--- config.mk ---
export PLATFORM = sky130hd
export DESIGN_NAME = noc_sink
export DESIGN_NICKNAME = d
export VERILOG_FILES = /design/src/rtl/noc_sink.sv
export SDC_FILE = /design/constraint.sdc
export NUM_CORES = 1
export LEC_CHECK = 0
export ABC_CLOCK_PERIOD_IN_PS = 6700
export CORE_UTILIZATION = 25
export DETAILED_ROUTE_END_ITERATION = 8
export SLEW_MARGIN = 40
export SYNTH_ARGS = -nofsm -noshare
export SYNTH_HDL_FRONTEND = slang
export SYNTH_SLANG_ARGS = --single-unit
--- constraint.sdc ---
create_clock -name clk -period 6.7 [get_ports clk]
set_input_delay 0.67 -clock clk [delete_from_list [all_inputs] [get_ports clk]]
set_output_delay 0.67 -clock clk [all_outputs]
set_load 0.01 [all_outputs]
--- src/rtl/noc_sink.sv ---
// -----------------------------------------------------------------------------
// noc_sink
//
// Receiver on the ejection side of one output port of the 2x2 mesh. It handles
// each delivered 16-bit flit in three steps:
//   S0: latches the flit into a staging register.
//   S1: checks the destination mask and, optionally, the per-source sequence
//       number.
//   FIFO: accepted flits are pushed into a show-ahead FIFO for the local PE.
//
// Flit layout: seq[15:7], src[6:5], dest[4:1], valid[0].
//
// Optional feature: define NOC_SINK_SEQCHK_EN to build the per-source
// expected-sequence table and the seq_err/err_src logic. Without the macro,
// both outputs are tied to zero.
//
// Parameters:
//   ID     node index 0..3; selects the dest-mask bit that this sink owns.
//   DEPTH  FIFO entries; must be a power of two and at least 4.
//
// Ports:
//   clk          rising-edge clock
//   reset        asynchronous, active-high reset
//   write        flit strobe from the NoC output port
//   dataIn       incoming flit
//   full         no slot free (staged flit counts as occupied)
//   almost_full  at most one slot free
//   read         pop request from the PE
//   dataOut      head flit; valid while empty = 0
//   empty        FIFO holds no flit
//   clear_err    synchronous clear of the sticky flags
//   seq_err      sticky: sequence mismatch seen
//   err_src      src of the most recent mismatching flit
//   misroute     sticky: flit arrived with dest[ID] = 0
//   overflow     sticky: write arrived while full
//   rx_count     flits enqueued, modulo 2^16
// -----------------------------------------------------------------------------
module noc_sink #(
    parameter int unsigned ID    = 0,
    parameter int unsigned DEPTH = 8
) (
    input  logic        clk,
    input  logic        reset,
    input  logic        write,
    input  logic [15:0] dataIn,
    output logic        full,
    output logic        almost_full,
    input  logic        read,
    output logic [15:0] dataOut,
    output logic        empty,
    input  logic        clear_err,
    output logic        seq_err,
    output logic [1:0]  err_src,
    output logic        misroute,
    output logic        overflow,
    output logic [15:0] rx_count
);

    localparam int unsigned   AW         = $clog2(DEPTH);
    localparam int unsigned   CW         = AW + 1;
    localparam logic [CW-1:0] DEPTH_C    = CW'(DEPTH);
    localparam logic [CW-1:0] DEPTH_M1_C = CW'(DEPTH - 1);
    localparam logic [CW-1:0] CNT_ONE    = {{(CW-1){1'b0}}, 1'b1};
    localparam logic [AW-1:0] PTR_ONE    = {{(AW-1){1'b0}}, 1'b1};
    localparam logic [1:0]    ID_C       = 2'(ID);

    // S0 staging register
    logic [15:0]   stg_q, stg_d;
    logic          stg_v_q, stg_v_d;

    // FIFO storage and bookkeeping
    logic [15:0]   mem_q [DEPTH];
    logic [AW-1:0] wr_ptr_q, wr_ptr_d;
    logic [AW-1:0] rd_ptr_q, rd_ptr_d;
    logic [CW-1:0] cnt_q, cnt_d;
    logic [CW-1:0] occ;

    // Sticky flags and counter
    logic          misroute_q, misroute_d;
    logic          overflow_q, overflow_d;
    logic [15:0]   rx_count_q, rx_count_d;

    // Per-cycle events
    logic [3:0]    stg_dest;
    logic          dest_hit;
    logic          accept;
    logic          push;
    logic          pop;
    logic          misroute_ev;
    logic          overflow_ev;

    // The staged flit counts toward occupancy. This keeps full/almost_full
    // purely registered while still reserving its slot.
    assign occ         = cnt_q + {{(CW-1){1'b0}}, stg_v_q};
    assign full        = (occ == DEPTH_C);
    assign almost_full = (occ >= DEPTH_M1_C);
    assign empty       = (cnt_q == {CW{1'b0}});
    assign dataOut     = mem_q[rd_ptr_q];

    assign stg_dest    = stg_q[4:1];
    assign dest_hit    = stg_dest[ID_C];
    assign accept      = write & ~full & dataIn[0];
    assign push        = stg_v_q & dest_hit;
    assign misroute_ev = stg_v_q & ~dest_hit;
    assign overflow_ev = write & full;
    assign pop         = read & ~empty;

    // Next-state logic for the staging register
    always_comb begin
        stg_v_d = accept;
        if (accept) begin
            stg_d = dataIn;
        end else begin
            stg_d = stg_q;
        end
    end

    // Staging register
    always_ff @(posedge clk or posedge reset) begin
        if (reset) begin
            stg_q   <= 16'h0000;
            stg_v_q <= 1'b0;
        end else begin
            stg_q   <= stg_d;
            stg_v_q <= stg_v_d;
        end
    end

    // FIFO storage; reset to zero so dataOut reads 0 out of reset
    always_ff @(posedge clk or posedge reset) begin
        if (reset) begin
            for (int i = 0; i < int'(DEPTH); i++) begin
                mem_q[i] <= 16'h0000;
            end
        end else if (push) begin
            mem_q[wr_ptr_q] <= stg_q;
        end
    end

    // Next-state logic for pointers, count, flags and rx counter
    always_comb begin
        if (push) begin
            wr_ptr_d = wr_ptr_q + PTR_ONE;
        end else begin
            wr_ptr_d = wr_ptr_q;
        end
        if (pop) begin
            rd_ptr_d = rd_ptr_q + PTR_ONE;
        end else begin
            rd_ptr_d = rd_ptr_q;
        end
        case ({push, pop})
            2'b10:   cnt_d = cnt_q + CNT_ONE;
            2'b01:   cnt_d = cnt_q - CNT_ONE;
            default: cnt_d = cnt_q;
        endcase
        if (push) begin
            rx_count_d = rx_count_q + 16'd1;
        end else begin
            rx_count_d = rx_count_q;
        end
        // A new event wins over a simultaneous clear
        misroute_d = misroute_ev | (misroute_q & ~clear_err);
        overflow_d = overflow_ev | (overflow_q & ~clear_err);
    end

    // Pointer, count, flag and counter registers
    always_ff @(posedge clk or posedge reset) begin
        if (reset) begin
            wr_ptr_q   <= {AW{1'b0}};
            rd_ptr_q   <= {AW{1'b0}};
            cnt_q      <= {CW{1'b0}};
            rx_count_q <= 16'h0000;
            misroute_q <= 1'b0;
            overflow_q <= 1'b0;
        end else begin
            wr_ptr_q   <= wr_ptr_d;
            rd_ptr_q   <= rd_ptr_d;
            cnt_q      <= cnt_d;
            rx_count_q <= rx_count_d;
            misroute_q <= misroute_d;
            overflow_q <= overflow_d;
        end
    end

    assign misroute = misroute_q;
    assign overflow = overflow_q;
    assign rx_count = rx_count_q;

`ifdef NOC_SINK_SEQCHK_EN
    logic [8:0] exp_q [4];
    logic [8:0] stg_seq;
    logic [1:0] stg_src;
    logic [8:0] exp_cur;
    logic [8:0] seq_nxt;
    logic       mismatch;
    logic       seq_err_q, seq_err_d;
    logic [1:0] err_src_q, err_src_d;

    assign stg_seq = stg_q[15:7];
    assign stg_src = stg_q[6:5];

    // Sequence compare. Only flits that are actually enqueued are checked.
    always_comb begin
        exp_cur   = exp_q[stg_src];
        seq_nxt   = stg_seq + 9'd1;
        mismatch  = push & (stg_seq != exp_cur);
        seq_err_d = mismatch | (seq_err_q & ~clear_err);
        if (mismatch) begin
            err_src_d = stg_src;
        end else begin
            err_src_d = err_src_q;
        end
    end

    // Expected-sequence table. It always resynchronises to seq+1 on enqueue.
    always_ff @(posedge clk or posedge reset) begin
        if (reset) begin
            for (int i = 0; i < 4; i++) begin
                exp_q[i] <= 9'd0;
            end
            seq_err_q <= 1'b0;
            err_src_q <= 2'b00;
        end else begin
            if (push) begin
                exp_q[stg_src] <= seq_nxt;
            end
            seq_err_q <= seq_err_d;
            err_src_q <= err_src_d;
        end
    end

    assign seq_err = seq_err_q;
    assign err_src = err_src_q;
`else
    assign seq_err = 1'b0;
    assign err_src = 2'b00;
`endif

endmodule
### After elaboration in Yosys (flattened, before gate mapping)

Index checks and enable logic that the tools add are counted.

* register bits: 173
* RAM bits: 0
* output and inout bits: 40
* ROM bits: 0
* bits in latches: 0
* input bits: 21
* word-level logic and storage cells: 55
* memories: 0

* $lt $le $gt $ge: 4
* div/mod/pow operators: 0
* multipliers: 0
* muxes and demuxes: 7
* $add $sub $neg: 6
* equal/unequal tests: 3
* reductions and logical operators: 3
* bitwise logic cells: 16
* shifts and indexed selects: 0

Operator list (number)
* bitwise mux 128 bit: 1
* binary-select mux 16 bit (select 3 bit): 1
* demux 16 bit (select 3 bit): 1
* 2-to-1 mux 16 bit: 3
* adder 16 x 1 -> 16 bit (second input constant): 1
* AND 1 bit: 8
* >= comparator 4 bit (second input constant): 2
* inverter 3 -> 4 bit: 2
* case mux 4 bit (2 select lines): 1
* adder 3 x 1 -> 3 bit (second input constant): 2
* adder 4 x 1 -> 4 bit: 1
* adder 4 x 1 -> 4 bit (second input constant): 1
* == test 4 bit (second input constant): 1
* >= comparator 4 x 3 -> 1 bit (second input constant): 1
* logical NOT 4 bit: 1
* < comparator 4 x 1 -> 1 bit (second input constant): 1
* inverter 1 bit: 4
* subtractor 4 x 1 -> 4 bit (second input constant): 1
* == test 2 x 1 -> 1 bit (second input constant): 1
* == test 2 bit (second input constant): 1
* OR 1 bit: 2
* nonzero test 2 bit: 1
* logical AND 1 bit: 1

### Logic depth before layout (Yosys ltp)

* word-level depth: 6
* mapped depth: 10
* gate-level depth less buffers: 9

### Least setup slack after synthesis

No wires, ideal clock.

* path type: reg-to-reg
* from: register cnt_q[0]
* to: register cnt_q[3]
* data required time: 6575 ps
* setup time: 125 ps
* arrival: 2419 ps
* buffers on the path: 0
* cell stages (with the launch flop): 10
* setup slack: 4156 ps
* clock period less this slack: 2544 ps
* cells stage by stage: dfrtp_1 > nor4_1 > nand2b_1 > inv_1 > ha_1 > ha_1 > a21o_1 > a2111oi_0 > nand4b_1 > nand3_1

* cells in the longest elaborated chain, start to end: 5
* elaborated cells between the ends (all ways): 9
* those cells by class: 2 x add/sub; 2 x eq/ne; 1 x mux; 2 x bitwise; 2 x reduce/logical

RTL lines
* from (decl): line 75 `logic [CW-1:0] cnt_q, cnt_d;`
* from (signal assigned): line 172 `cnt_q <= {CW{1'b0}};`
* from (signal assigned): line 179 `cnt_q <= cnt_d;`
* logical NOT 4 bit (*): line 97 `assign empty = (cnt_q == {CW{1'b0}});`
* via empty: line 50 `output logic empty,`
* inverter 1 bit (*): line 106 `assign pop = read & ~empty;`
* AND 1 bit (*): line 106
* via pop: line 88 `logic pop;`
* == test 2 x 1 -> 1 bit or == test 2 bit (tied branches): line 152 `case ({push, pop})`
* case mux 4 bit (2 select lines) or nonzero test 2 bit (tied branches)

Mark *: on every way through the listed nets, which the timed path passes. The rest lies on a longest branch.
A chain may end at the register's enable or synchronous reset.

### Worst setup path after layout

* from: register rd_ptr_q[0]
* to: output dataOut[1]

* cells in the longest elaborated chain, start to end: 4

RTL lines
* from (decl): line 74 `logic [AW-1:0] rd_ptr_q, rd_ptr_d;`
* from (signal assigned): line 171 `rd_ptr_q <= {AW{1'b0}};`
* from (signal assigned): line 178 `rd_ptr_q <= rd_ptr_d;`
* inverter 3 -> 4 bit (implied by the code): line 98 `assign dataOut = mem_q[rd_ptr_q];`
* binary-select mux 16 bit (select 3 bit): line 98
* 2-to-1 mux 16 bit (implied by the code) (2 in series): line 98
* to (decl): line 49 `output logic [15:0] dataOut,`

No other way between the ends. The select of a mux whose other input is x is not followed.

==> results.yml <==
place:
  routabilityCongestion: 0.732
  place_area_sq_um: 8800
  numPortBuffers: 57
  place_hpwl_um: 9900
global_routing:
  grt_use_met1_pct: 14.8
  grt_pass1_vias: 4592
  grt_max_degree: 76
  grt_pass1_wl_um: 26600
  use_met2_pct: 17.6
  grt-ovfl-total: 0
  grtUsageMet3_pct: 2.46
  busiest_layer: "met2"
  antenna_found_initial: 0
  track_usage_pct: 11.0
critical_path:
  max_stage_delay_ns: 0.57
  worstPathRequired_ns: 6.03
  cp-start-kind: "flip-flop"
  endpoint_kind: "primary output"
  critPathKind: "flip-flop to primary output"
  reg2reg_slack_ns: 3.94
  rr_startpoint: "cnt_q[1]"
  critPathLaunch: "rd_ptr_q[0]"
  cpMaxStageDelayCell: "mux4_2"
  critical_path.max_fanout: 25
  crit_family: "buffers and inverters"
  cp_cell_sequence: "buf_4, mux4_2, mux2_2, clkdlybuf4s50_1"
  cp.buffers_inverters: 2
  worst_ep_arrival_time_ns: 2.87
floorplan:
  rows: 64
  ioPinCount: 61
  die-width_um: 179
  fp.dieArea_sq_um: 31900
  die_h_um: 179
  start_util_pct: 25.5
  core_area_sq_um: 30700
logic_synthesis:
  ys_types: 46
  netlist_instances: 513
  syn_avg_cell_area_sq_um: 15.2
  yosysWarnings: 0
  netlist_top_cells_area: "dfrtp_1 55%, mux2_2 20%, mux4_2 9.2%, xnor2_1 2.0%, mux2_4 1.7%"
  synth_area_leader_cell: "dfrtp_1"
  synth_seq_cells: 173
  synth_top_area_share_pct: 55.5
  synth_area_sq_um: 7810
  seq_area_frac_synth_pct: 55.5
clocking:
  clk_pin_slew_worst_paths_ns: 0.07
  h-tree-depth: 4
  post_cts_buffers: 0
  clock-root-buffer: "clkbuf_16"
  clk_latency_ns: 0.42
  cts_tree: "yes"
  hold_buffers: 0
  cts_resized: 0
  clk_path_buf_depth: 2
  cts-buffers-inserted: 17
  cts_sinks: 173
sta:
  slew_violations: 0
  finalSetupViolCount: 0
  fin_skew_ns: 0.0104
  period_needed_ns: 3.54
  rsz0062_at_grt: "no"
  tightest_slew_ns: 0.704
  period_share_pct: 52.8
  relSlewSlack_pct: 53.1
  timing.hold.ws_ns: 0.463
  hold_viol: 0
  setup_tns_ns: 0
  max_freq_mhz: 283
flow_run:
  drv_cap: 0
pwr:
  ir_drop_uv: 187
  clkPwrFrac_pct: 23.6
  share_comb_of_total_power_pct: 33.3
  switching_power_mw: 1.30
  power.leakage_nw: 4.08
  internal_power_mw: 2.96
  finalPower_mw: 4.26
  switching_share_pct: 30.5
  p_seq_share_pct: 43.1
  p_per_area_nw_per_um2: 453
hold_path:
  hold_path.startpoint: "mem_q[1]"
  min_path_type: "flip-flop to flip-flop"
finish:
  layout-drive-gt1-share_pct: 42.4
  syn_to_final_growth_pct: 20.5
  layout.nets: 602
  n_antenna_cell: 0
  final_cell_area_sq_um: 9410
routing:
  drt-total-wl_um: 16100
  drc: 0
  first_pass_iters: 4
  viasPerCell: 4.40
  drt_iter0_markers: 196
  drt-wirelength-per-cell_um: 16.4
  final_antenna_net_count: 0
  vias: 4318
status:
  status: "finished, final reports clean"
per-stage QoR:
step                utilization, %  std cells  worst slack, ns
floorplan                        -        515             1.34
global placement              28.6        948             3.57
detailed placement            28.7        949             3.53
CTS                           30.6        981             3.07
global route                  30.7        981             2.97
finish                        30.7        981             3.16
layout by cell type, fill, tap and decap left out, types with 9 or more instances in the layout:
master and instances:
or2_2 9, nand2_1 26, clkdlybuf4s50_1 57, xnor2_1 18, dfrtp_1 170, inv_6 9, mux2_4 9, mux4_2 32
clkbuf_16 17, mux2_2 142
final timing paths:
check | endpoint | cells after the start
max in group asynchronous | mem_q[51] | 3
worst min register to register | mem_q[1] | 1
worst max-delay path | dataOut[1] | 4
min in group asynchronous | rx_count[15] | 2
worst max register to register | cnt_q[3] | 9
worst min-delay path | mem_q[1] | 1
kinds of logic (layout without fill, tap and decap cells):
family,Yosys count,after routing,synth area share (%)
AOI/OAI and AO/OA,12,12,1.11
and+or+nand+nor,75,75,5.15
DFF,173,173,55.5
muxes,184,184,31.6
buffers and inverters,38,108,2.77
xor gates and xnor gates,21,21,2.36
other,1,3,0.0480
adders and majority gates,9,9,1.54
synth_stat cells (all sizes together):
master   number
dfrtp       173
mux2        151
mux4         32
nand2        27
buf          19
xnor2        18
inv          10
clkbuf        9
or2           9
ha            8
nor2          8
nand3         6
nand2b        5
nor3          5
nand4         3
nor4          3
xor2          3
a21oi         2
a22o          2
a31oi         2
and2          2
and3          2
o21ai         2
or4           2
a2111oi       1
a21o          1
a221o         1
and4          1
conb          1
fa            1
mux2i         1
nand4b        1
o22ai         1
or3           1
registers in the layout (all words and copies together), names as in the netlist:
signal / count
misroute: 1
cnt_q: 4
stg_q: 16
mem_q: 128
wr_ptr_q: 3
rd_ptr_q: 3
rx_count: 16
stg_v_q: 1
overflow: 1
area by class of cell:
cell class / instances / area [sq um]
fillers: 3037 / 21300
flip-flops and latches: 173 / 4340
multi-input cells: 304 / 3290
repair buffers: 66 / 642
well taps: 396 / 495
clock buffers: 19 / 443
clock inverters: 13 / 149
inverters: 10 / 47.5
power by group through the flow:
stage               Clock, mW  Combinational [mW]  Sequential [mW]
floorplan                   0                1.11             1.66
global placement            0                1.41             1.85
detailed placement          0                1.45             1.85
CTS                      1.04                1.45             1.84
global route             1.08                1.55             1.91
finish                   1.00                1.42             1.84
routing by layer:
layer  up-vias  share of wire, %  wire (um)
li1       1970                 -          -
met1      2279                48       7710
met2        58                48       7670
met3        11               3.2        518
met4         0              0.96        154
met5         -                 0          0
No activity file was read; power rests on OpenSTA's default activity.
